--- src/rtl/qbus_if.sv ---
// Qbus pin bundle shared by the bus-master engine and whatever models or drives the bus side.
// Signals ending in f are active-low as received; signals ending in g are true-polarity gate drives.
interface qbus_if;
  logic [21:0] BDALf_IN;
  logic [21:0] BDALf_OUT;
  logic [21:0] BDALf_OE;
  logic        Outbound;
  logic        BRPLYf;
  logic        BSYNCf;
  logic        BDMGIf;
  logic        BDMRg;
  logic        BSACKg;
  logic        BSYNCg;
  logic        BDINg;
  logic        BDOUTg;
  logic        BDMGOg;

  modport master (
    input  BDALf_IN, BRPLYf, BSYNCf, BDMGIf,
    output BDALf_OUT, BDALf_OE, Outbound, BDMRg, BSACKg, BSYNCg, BDINg, BDOUTg, BDMGOg
  );

  modport slave (
    output BDALf_IN, BRPLYf, BSYNCf, BDMGIf,
    input  BDALf_OUT, BDALf_OE, Outbound, BDMRg, BSACKg, BSYNCg, BDINg, BDOUTg, BDMGOg
  );
endinterface

--- src/rtl/qbus_dma_master.sv ---
// Single-word Qbus DMA master: arbitrates with DMR/DMG/SACK, runs one DATI or DATO per start
// pulse, and aborts with nxm when the bus stops answering.
module qbus_dma_master #(
  parameter int SYNC_STAGES    = 2,
  parameter int ASETUP_CYCLES  = 8,
  parameter int DSETUP_CYCLES  = 8,
  parameter int DHOLD_CYCLES   = 4,
  parameter int TIMEOUT_CYCLES = 1000
) (
  input  logic        clock,
  input  logic        reset,
  input  logic        start,
  input  logic        write,
  input  logic [21:0] addr,
  input  logic [15:0] wdata,
  output logic        busy,
  output logic        done,
  output logic        nxm,
  output logic [15:0] rdata,
  qbus_if.master      bus
);

  localparam logic [3:0] S_IDLE      = 4'd0;
  localparam logic [3:0] S_REQ       = 4'd1;
  localparam logic [3:0] S_WAITBUS   = 4'd2;
  localparam logic [3:0] S_ADDR      = 4'd3;
  localparam logic [3:0] S_SYNC      = 4'd4;
  localparam logic [3:0] S_DIN       = 4'd5;
  localparam logic [3:0] S_DSETUP    = 4'd6;
  localparam logic [3:0] S_DOUT      = 4'd7;
  localparam logic [3:0] S_DOHOLD    = 4'd8;
  localparam logic [3:0] S_WAITNRPLY = 4'd9;
  localparam logic [3:0] S_RELEASE   = 4'd10;

  logic [SYNC_STAGES-1:0] rply_sr, dmg_sr, sync_sr;
  logic                   reply, grant, bus_sync;

  logic [3:0]  state;
  logic [15:0] cnt;
  logic        wr_q;
  logic [21:0] addr_q;
  logic [15:0] wdata_q;
  logic        timed_state, timed_out;

  // Synchronisers idle at the negated (high) level so reset never looks like a grant or reply.
  always_ff @(posedge clock) begin
    if (reset) begin
      rply_sr <= '1;
      dmg_sr  <= '1;
      sync_sr <= '1;
    end else begin
      rply_sr <= {rply_sr[SYNC_STAGES-2:0], bus.BRPLYf};
      dmg_sr  <= {dmg_sr[SYNC_STAGES-2:0],  bus.BDMGIf};
      sync_sr <= {sync_sr[SYNC_STAGES-2:0], bus.BSYNCf};
    end
  end

  assign reply    = ~rply_sr[SYNC_STAGES-1];
  assign grant    = ~dmg_sr[SYNC_STAGES-1];
  assign bus_sync = ~sync_sr[SYNC_STAGES-1];

  assign timed_state = (state == S_REQ) || (state == S_WAITBUS) || (state == S_DIN) ||
                       (state == S_DOUT) || (state == S_WAITNRPLY);
  assign timed_out   = timed_state && (cnt == 16'(TIMEOUT_CYCLES - 1));

  // NOTE: state and outputs use non-blocking assignments so every branch sees pre-edge values;
  // the abort block after the case relies on that to override the normal transition.
  always_ff @(posedge clock) begin
    if (reset) begin
      state         <= S_IDLE;
      cnt           <= '0;
      busy          <= 1'b0;
      done          <= 1'b0;
      nxm           <= 1'b0;
      rdata         <= '0;
      wr_q          <= 1'b0;
      addr_q        <= '0;
      wdata_q       <= '0;
      bus.BDALf_OUT <= '0;
      bus.BDALf_OE  <= '0;
      bus.Outbound  <= 1'b0;
      bus.BDMRg     <= 1'b0;
      bus.BSACKg    <= 1'b0;
      bus.BSYNCg    <= 1'b0;
      bus.BDINg     <= 1'b0;
      bus.BDOUTg    <= 1'b0;
      bus.BDMGOg    <= 1'b0;
    end else begin
      done <= 1'b0;
      cnt  <= cnt + 16'd1;
      if (state != S_IDLE) bus.BDMGOg <= 1'b0;

      case (state)
        S_IDLE: begin
          cnt        <= '0;
          bus.BDMGOg <= grant;
          if (start) begin
            wr_q       <= write;
            addr_q     <= addr & ~22'd1;
            wdata_q    <= wdata;
            nxm        <= 1'b0;
            busy       <= 1'b1;
            bus.BDMGOg <= 1'b0;
            bus.BDMRg  <= 1'b1;
            state      <= S_REQ;
          end
        end
        // SACK goes out as soon as we own the grant; mastership waits for the bus to go quiet.
        S_REQ: if (grant) begin
          bus.BSACKg <= 1'b1;
          state      <= S_WAITBUS;
          cnt        <= '0;
        end
        S_WAITBUS: if (!bus_sync && !reply) begin
          bus.BDMRg     <= 1'b0;
          bus.BDALf_OUT <= addr_q;
          bus.BDALf_OE  <= '1;
          bus.Outbound  <= 1'b1;
          state         <= S_ADDR;
          cnt           <= '0;
        end
        S_ADDR: if (cnt == 16'(ASETUP_CYCLES - 1)) begin
          bus.BSYNCg <= 1'b1;
          state      <= S_SYNC;
          cnt        <= '0;
        end
        S_SYNC: if (cnt == 16'(DHOLD_CYCLES - 1)) begin
          cnt <= '0;
          if (wr_q) begin
            bus.BDALf_OUT <= {6'b0, wdata_q};
            state         <= S_DSETUP;
          end else begin
            bus.BDALf_OE  <= '0;
            bus.Outbound  <= 1'b0;
            bus.BDALf_OUT <= '0;
            bus.BDINg     <= 1'b1;
            state         <= S_DIN;
          end
        end
        S_DIN: if (reply) begin
          rdata     <= 16'(~bus.BDALf_IN);
          bus.BDINg <= 1'b0;
          state     <= S_WAITNRPLY;
          cnt       <= '0;
        end
        S_DSETUP: if (cnt == 16'(DSETUP_CYCLES - 1)) begin
          bus.BDOUTg <= 1'b1;
          state      <= S_DOUT;
          cnt        <= '0;
        end
        S_DOUT: if (reply) begin
          bus.BDOUTg <= 1'b0;
          state      <= S_DOHOLD;
          cnt        <= '0;
        end
        S_DOHOLD: if (cnt == 16'(DHOLD_CYCLES - 1)) begin
          state <= S_WAITNRPLY;
          cnt   <= '0;
        end
        S_WAITNRPLY: if (!reply) begin
          bus.BSYNCg    <= 1'b0;
          bus.BDALf_OE  <= '0;
          bus.Outbound  <= 1'b0;
          bus.BDALf_OUT <= '0;
          state         <= S_RELEASE;
          cnt           <= '0;
        end
        S_RELEASE: begin
          bus.BSACKg <= 1'b0;
          done       <= 1'b1;
          busy       <= 1'b0;
          state      <= S_IDLE;
          cnt        <= '0;
        end
        default: begin
          state <= S_IDLE;
          cnt   <= '0;
        end
      endcase

      // Non-existent memory / lost grant: drop every drive and finish through RELEASE.
      if (timed_out) begin
        nxm           <= 1'b1;
        bus.BDINg     <= 1'b0;
        bus.BDOUTg    <= 1'b0;
        bus.BSYNCg    <= 1'b0;
        bus.BDMRg     <= 1'b0;
        bus.BDALf_OE  <= '0;
        bus.Outbound  <= 1'b0;
        bus.BDALf_OUT <= '0;
        state         <= S_RELEASE;
        cnt           <= '0;
      end
    end
  end

endmodule

--- src/flat_wrapper.sv ---
// flat-port wrapper written by rule: the top's interface ports become plain ports
module qbus_dma_master_flat 
#(
  parameter int SYNC_STAGES    = 2,
  parameter int ASETUP_CYCLES  = 8,
  parameter int DSETUP_CYCLES  = 8,
  parameter int DHOLD_CYCLES   = 4,
  parameter int TIMEOUT_CYCLES = 1000
)
  (clock, reset, start, write, addr, wdata, busy, done, nxm, rdata, bus_BDALf_IN, bus_BRPLYf, bus_BSYNCf, bus_BDMGIf, bus_BDALf_OUT, bus_BDALf_OE, bus_Outbound, bus_BDMRg, bus_BSACKg, bus_BSYNCg, bus_BDINg, bus_BDOUTg, bus_BDMGOg);
  qbus_if bus_i ();
  input  logic clock;
  input  logic reset;
  input  logic start;
  input  logic write;
  input  logic [21:0] addr;
  input  logic [15:0] wdata;
  output logic busy;
  output logic done;
  output logic nxm;
  output logic [15:0] rdata;
  input wire logic [$bits(bus_i.BDALf_IN)-1:0] bus_BDALf_IN;
  input wire logic [$bits(bus_i.BRPLYf)-1:0] bus_BRPLYf;
  input wire logic [$bits(bus_i.BSYNCf)-1:0] bus_BSYNCf;
  input wire logic [$bits(bus_i.BDMGIf)-1:0] bus_BDMGIf;
  output wire logic [$bits(bus_i.BDALf_OUT)-1:0] bus_BDALf_OUT;
  output wire logic [$bits(bus_i.BDALf_OE)-1:0] bus_BDALf_OE;
  output wire logic [$bits(bus_i.Outbound)-1:0] bus_Outbound;
  output wire logic [$bits(bus_i.BDMRg)-1:0] bus_BDMRg;
  output wire logic [$bits(bus_i.BSACKg)-1:0] bus_BSACKg;
  output wire logic [$bits(bus_i.BSYNCg)-1:0] bus_BSYNCg;
  output wire logic [$bits(bus_i.BDINg)-1:0] bus_BDINg;
  output wire logic [$bits(bus_i.BDOUTg)-1:0] bus_BDOUTg;
  output wire logic [$bits(bus_i.BDMGOg)-1:0] bus_BDMGOg;
  assign bus_i.BDALf_IN = bus_BDALf_IN;
  assign bus_i.BRPLYf = bus_BRPLYf;
  assign bus_i.BSYNCf = bus_BSYNCf;
  assign bus_i.BDMGIf = bus_BDMGIf;
  assign bus_BDALf_OUT = bus_i.BDALf_OUT;
  assign bus_BDALf_OE = bus_i.BDALf_OE;
  assign bus_Outbound = bus_i.Outbound;
  assign bus_BDMRg = bus_i.BDMRg;
  assign bus_BSACKg = bus_i.BSACKg;
  assign bus_BSYNCg = bus_i.BSYNCg;
  assign bus_BDINg = bus_i.BDINg;
  assign bus_BDOUTg = bus_i.BDOUTg;
  assign bus_BDMGOg = bus_i.BDMGOg;
  qbus_dma_master #(.SYNC_STAGES(SYNC_STAGES), .ASETUP_CYCLES(ASETUP_CYCLES), .DSETUP_CYCLES(DSETUP_CYCLES), .DHOLD_CYCLES(DHOLD_CYCLES), .TIMEOUT_CYCLES(TIMEOUT_CYCLES)) u_core (.clock(clock), .reset(reset), .start(start), .write(write), .addr(addr), .wdata(wdata), .busy(busy), .done(done), .nxm(nxm), .rdata(rdata), .bus(bus_i));
endmodule
--- config.mk ---
export PLATFORM = sky130hd
export DESIGN_NAME = qbus_dma_master_flat
export DESIGN_NICKNAME = d
export VERILOG_FILES = /design/src/rtl/qbus_if.sv /design/src/rtl/qbus_dma_master.sv /design/src/flat_wrapper.sv
export SDC_FILE = /design/constraint.sdc
export NUM_CORES = 1
export LEC_CHECK = 0
export ABC_AREA = 1
export BUFFER_PORTS_ARGS = -buffer_cell sky130_fd_sc_hd__buf_2
export CORE_ASPECT_RATIO = 0.75
export CORE_MARGIN = 2
export CORE_UTILIZATION = 45
export DETAILED_ROUTE_END_ITERATION = 10
export MAX_ROUTING_LAYER = met4
export PLACE_DENSITY = 0.82
export SLEW_MARGIN = 0
export SYNTH_ARGS = -nofsm -noshare
export SYNTH_HDL_FRONTEND = slang
export SYNTH_SLANG_ARGS = --single-unit
--- constraint.sdc ---
create_clock -name clock -period 3.25 [get_ports clock]
set_input_delay 0.65 -clock clock [delete_from_list [all_inputs] [get_ports clock]]
set_output_delay 0.65 -clock clock [all_outputs]
set_load 0.02 [all_outputs]
==> out/metrics.cfg <==
[finish]
layout_commonest_cell = buf_2
ff_latch_area_sq_um = 2240
final_layout_size_suffix_gt1_share_pct = 26.8
most_frequent_cells_in_the_layout = buf_2, dfxtp_1, nand2_1
multi_input_area_sq_um = 1990
syn2layout_area_growth_pct = 17.9
finish.cell_count_without_fillers = 861
num-fill-cells = 1004
final_net_count = 788

[detailed_routing]
detailedRoute.firstIterationViolations = 304
ant_nets = 0
num_vias = 4218
wl_met2_mm = 4.65
avgViaCountPerCell = 4.90
dr.pass1.iters = 5
routed_wirelength_mm = 11.1
maxUsedRoutingLayer = met4
route.detailed.drc = 0
m1WireLength_mm = 5.49
wl_per_cell_um = 12.9
wl_met3_um = 883

[timing]
count_of_final_max_slew_check_failures = 0
clock_period_minus_final_worst_setup_slack_ns = 2.23
rsz0062_at_grt = no
slew_headroom_pct = 32.3
worstMarginPinSlew_ns = 1.01
setup_viol = 0
timing.fmax_mhz = 448
clock-skew-final_ns = 0.0103
hold_vio_cnt_final = 0
post-route-period-util_pct = 68.6
finalSetupTns_ns = 0

[clock_network]
postCtsResizedCells = 0
clock_latency_late_sink_ns = 0.35
clock_tree.htree_level_count = 3
cts_sinks = 112
cts_tree = yes
postCtsHoldBufs = 0
clockRootBuffer = clkbuf_16
cts_buffer_depth = 2
cts-buffers-inserted = 9
worst_setup_hold_path_clk_slew_ns = 0.07
post_cts.repair.setup_buffers = 0

[grt]
number_of_global_route_vias_before_repair = 3784
grt_start_max_net_pins = 71
grtUsageTotal_pct = 20.6
antenna_found_initial = 1
globalRoute.totalOverflow = 0
global_route_wire_length_before_repair_mm = 18.0

[logic_synthesis]
synth_seq_area_share_pct = 46.9
yosys_warning_count = 0
syn-num-nets = 693
synth.distinct_cells = 38
syn_area_per_cell_sq_um = 7.65
mappedNetlistArea_sq_um = 4780
synth_cells = 625
yosys_register_bits = 112

[die]
floorplan.io_pins = 137
rows = 32
die-area_sq_um = 11500
core_region_area_sq_um = 10300
initial_standard_cell_utilization_of_the_core_pct = 46.3
die_width_um = 123
fp.dieH_um = 93.3

[hold_path]
classification_of_the_worst_slack_hold_path = register to register

[placement]
place_hpwl_mm = 8.08
port-buffer-count = 129
dpl.cell_count = 845
place.gp.congestion = 0.934

[worst_setup_path]
cp_top_family = simple AND/OR/NAND/NOR gates
critical_path.n_buffers_inverters = 1
category_of_the_worst_setup_path_capture_point = register
critPathMostFrequentCell = nor2_1
worstPathMaxFanout = 22
timing_worst_setup_path_type = register to register
critical_path.cell_chain = nor2_1, nand2_1, nand2_4, nor2_1, nor2_2, nand2_2, clkinv_2, o21ai_0, nor2_1
worstPathArrival_ns = 2.46
worst_path_max_delay_cell = dfxtp_1
timing.critical_path.slowest_cell_delay_ns = 0.54
worstSetupStartpointType = register
timing.critical_path.required_ns = 3.48

[power_and_ir_drop]
leakage_nw = 2.55
max-vdd-ir-drop_mv = 0.338
power-per-cell-area_nw_per_um2 = 776

[run]
drv_cap = 0

[outcome]
status = completed

layer usage:
| metal | vias up | GRT usage, % |
|---|---|---|
| met2 | 160 | 29.1 |
| li1 | 2199 | - |
| met3 | 8 | 4.45 |
| met5 | - | - |
| met1 | 1851 | 29.5 |
| met4 | 0 | 5.97 |
stage by stage:
stage | setup slack (ns) | utilization (%) | hold WS (ns) | total power [mW] | cell area, sq um
floorplan | 1.57 | - | 0.389 | 2.98 | 4780
global placement | 1.03 | 51.5 | 0.391 | 3.19 | 5320
detailed placement | 1.03 | 51.5 | 0.393 | 3.22 | 5320
CTS | 1.02 | 54.6 | 0.409 | 4.40 | 5640
global route | 0.721 | 54.6 | 0.430 | 4.67 | 5640
finish | 1.02 | 54.6 | 0.407 | 4.38 | 5640
cell type report:
class                      count  area share (%)
inverter                      66            4.46
sequential                   112            39.8
timing repair buffer         132            11.9
tap                          136            3.02
antenna                        1          0.0444
clock inverter                 5            1.58
multi-input combinational    399            35.2
clock buffer                  10            4.06
worst paths after layout:
check	start	end	slack [ns]	cells past startpoint
min reg2reg	u_core.rply_sr[0]	u_core.rply_sr[1]	0.41	1
max	u_core.state[0]	u_core.bus.BDALf_OUT[0]	1.02	9
max reg2reg	u_core.state[0]	u_core.bus.BDALf_OUT[0]	1.02	9
min	u_core.rply_sr[0]	u_core.rply_sr[1]	0.41	1
synthesized netlist by cell type, drive strengths merged:
| master | instances | share of area (%) |
|---|---|---|
| dfxtp | 112 | 47 |
| nand2 | 110 | 9.5 |
| nor2 | 82 | 7.2 |
| a21oi | 76 | 8.7 |
| inv | 65 | 5.2 |
| o21ai | 60 | 6.3 |
| buf | 36 | 5.4 |
| nand3 | 18 | 2.4 |
| o22ai | 17 | 2.2 |
| clkbuf | 12 | 0.97 |
| nor3 | 9 | 1.0 |
| xor2 | 7 | 1.3 |
| or2 | 6 | 0.78 |
| nand4 | 4 | 0.52 |
| a31oi | 3 | 0.39 |
| xnor2 | 2 | 0.37 |
| and3 | 1 | 0.13 |
| clkinv | 1 | 0.10 |
| ha | 1 | 0.26 |
| nor3b | 1 | 0.16 |
| nor4 | 1 | 0.13 |
| o21bai | 1 | 0.16 |
state kept, by name, indices dropped and copies added, names as in the netlist, 2 cells and up:
| register | flops |
|---|---|
| u_core.dmg_sr | 2 |
| u_core.wdata_q | 16 |
| u_core.state | 4 |
| u_core.sync_sr | 2 |
| u_core.rply_sr | 2 |
| u_core.rdata | 16 |
| u_core.cnt | 16 |
| u_core.addr_q | 21 |
| u_core.bus.BDALf_OUT | 22 |
power breakdown:
| group | switching, mW | internal (mW) |
|---|---|---|
| logic | 1.01 | 0.434 |
| registers | 0.132 | 1.62 |
| clock network | 0.496 | 0.681 |
| total | 1.64 | 2.74 |
worst register-to-register path, delay by kind of cell, from the launching register on:
kind / cells / cell delay, ns
AND/OR/NAND/NOR: 7 / 0.99
AO/OA/AOI/OAI: 1 / 0.24
flip-flops: 1 / 0.54
buffers and inverters: 1 / 0.34
cell families after synthesis:
| family | count (synthesis) | synth area share (%) |
|---|---|---|
| simple gates | 232 | 21.8 |
| buf+inv | 114 | 11.6 |
| flops | 112 | 46.9 |
| compound gates | 157 | 17.8 |
| xor+xnor | 9 | 1.65 |
| fa+ha+maj | 1 | 0.262 |
Power figures use the tool's default switching activity.
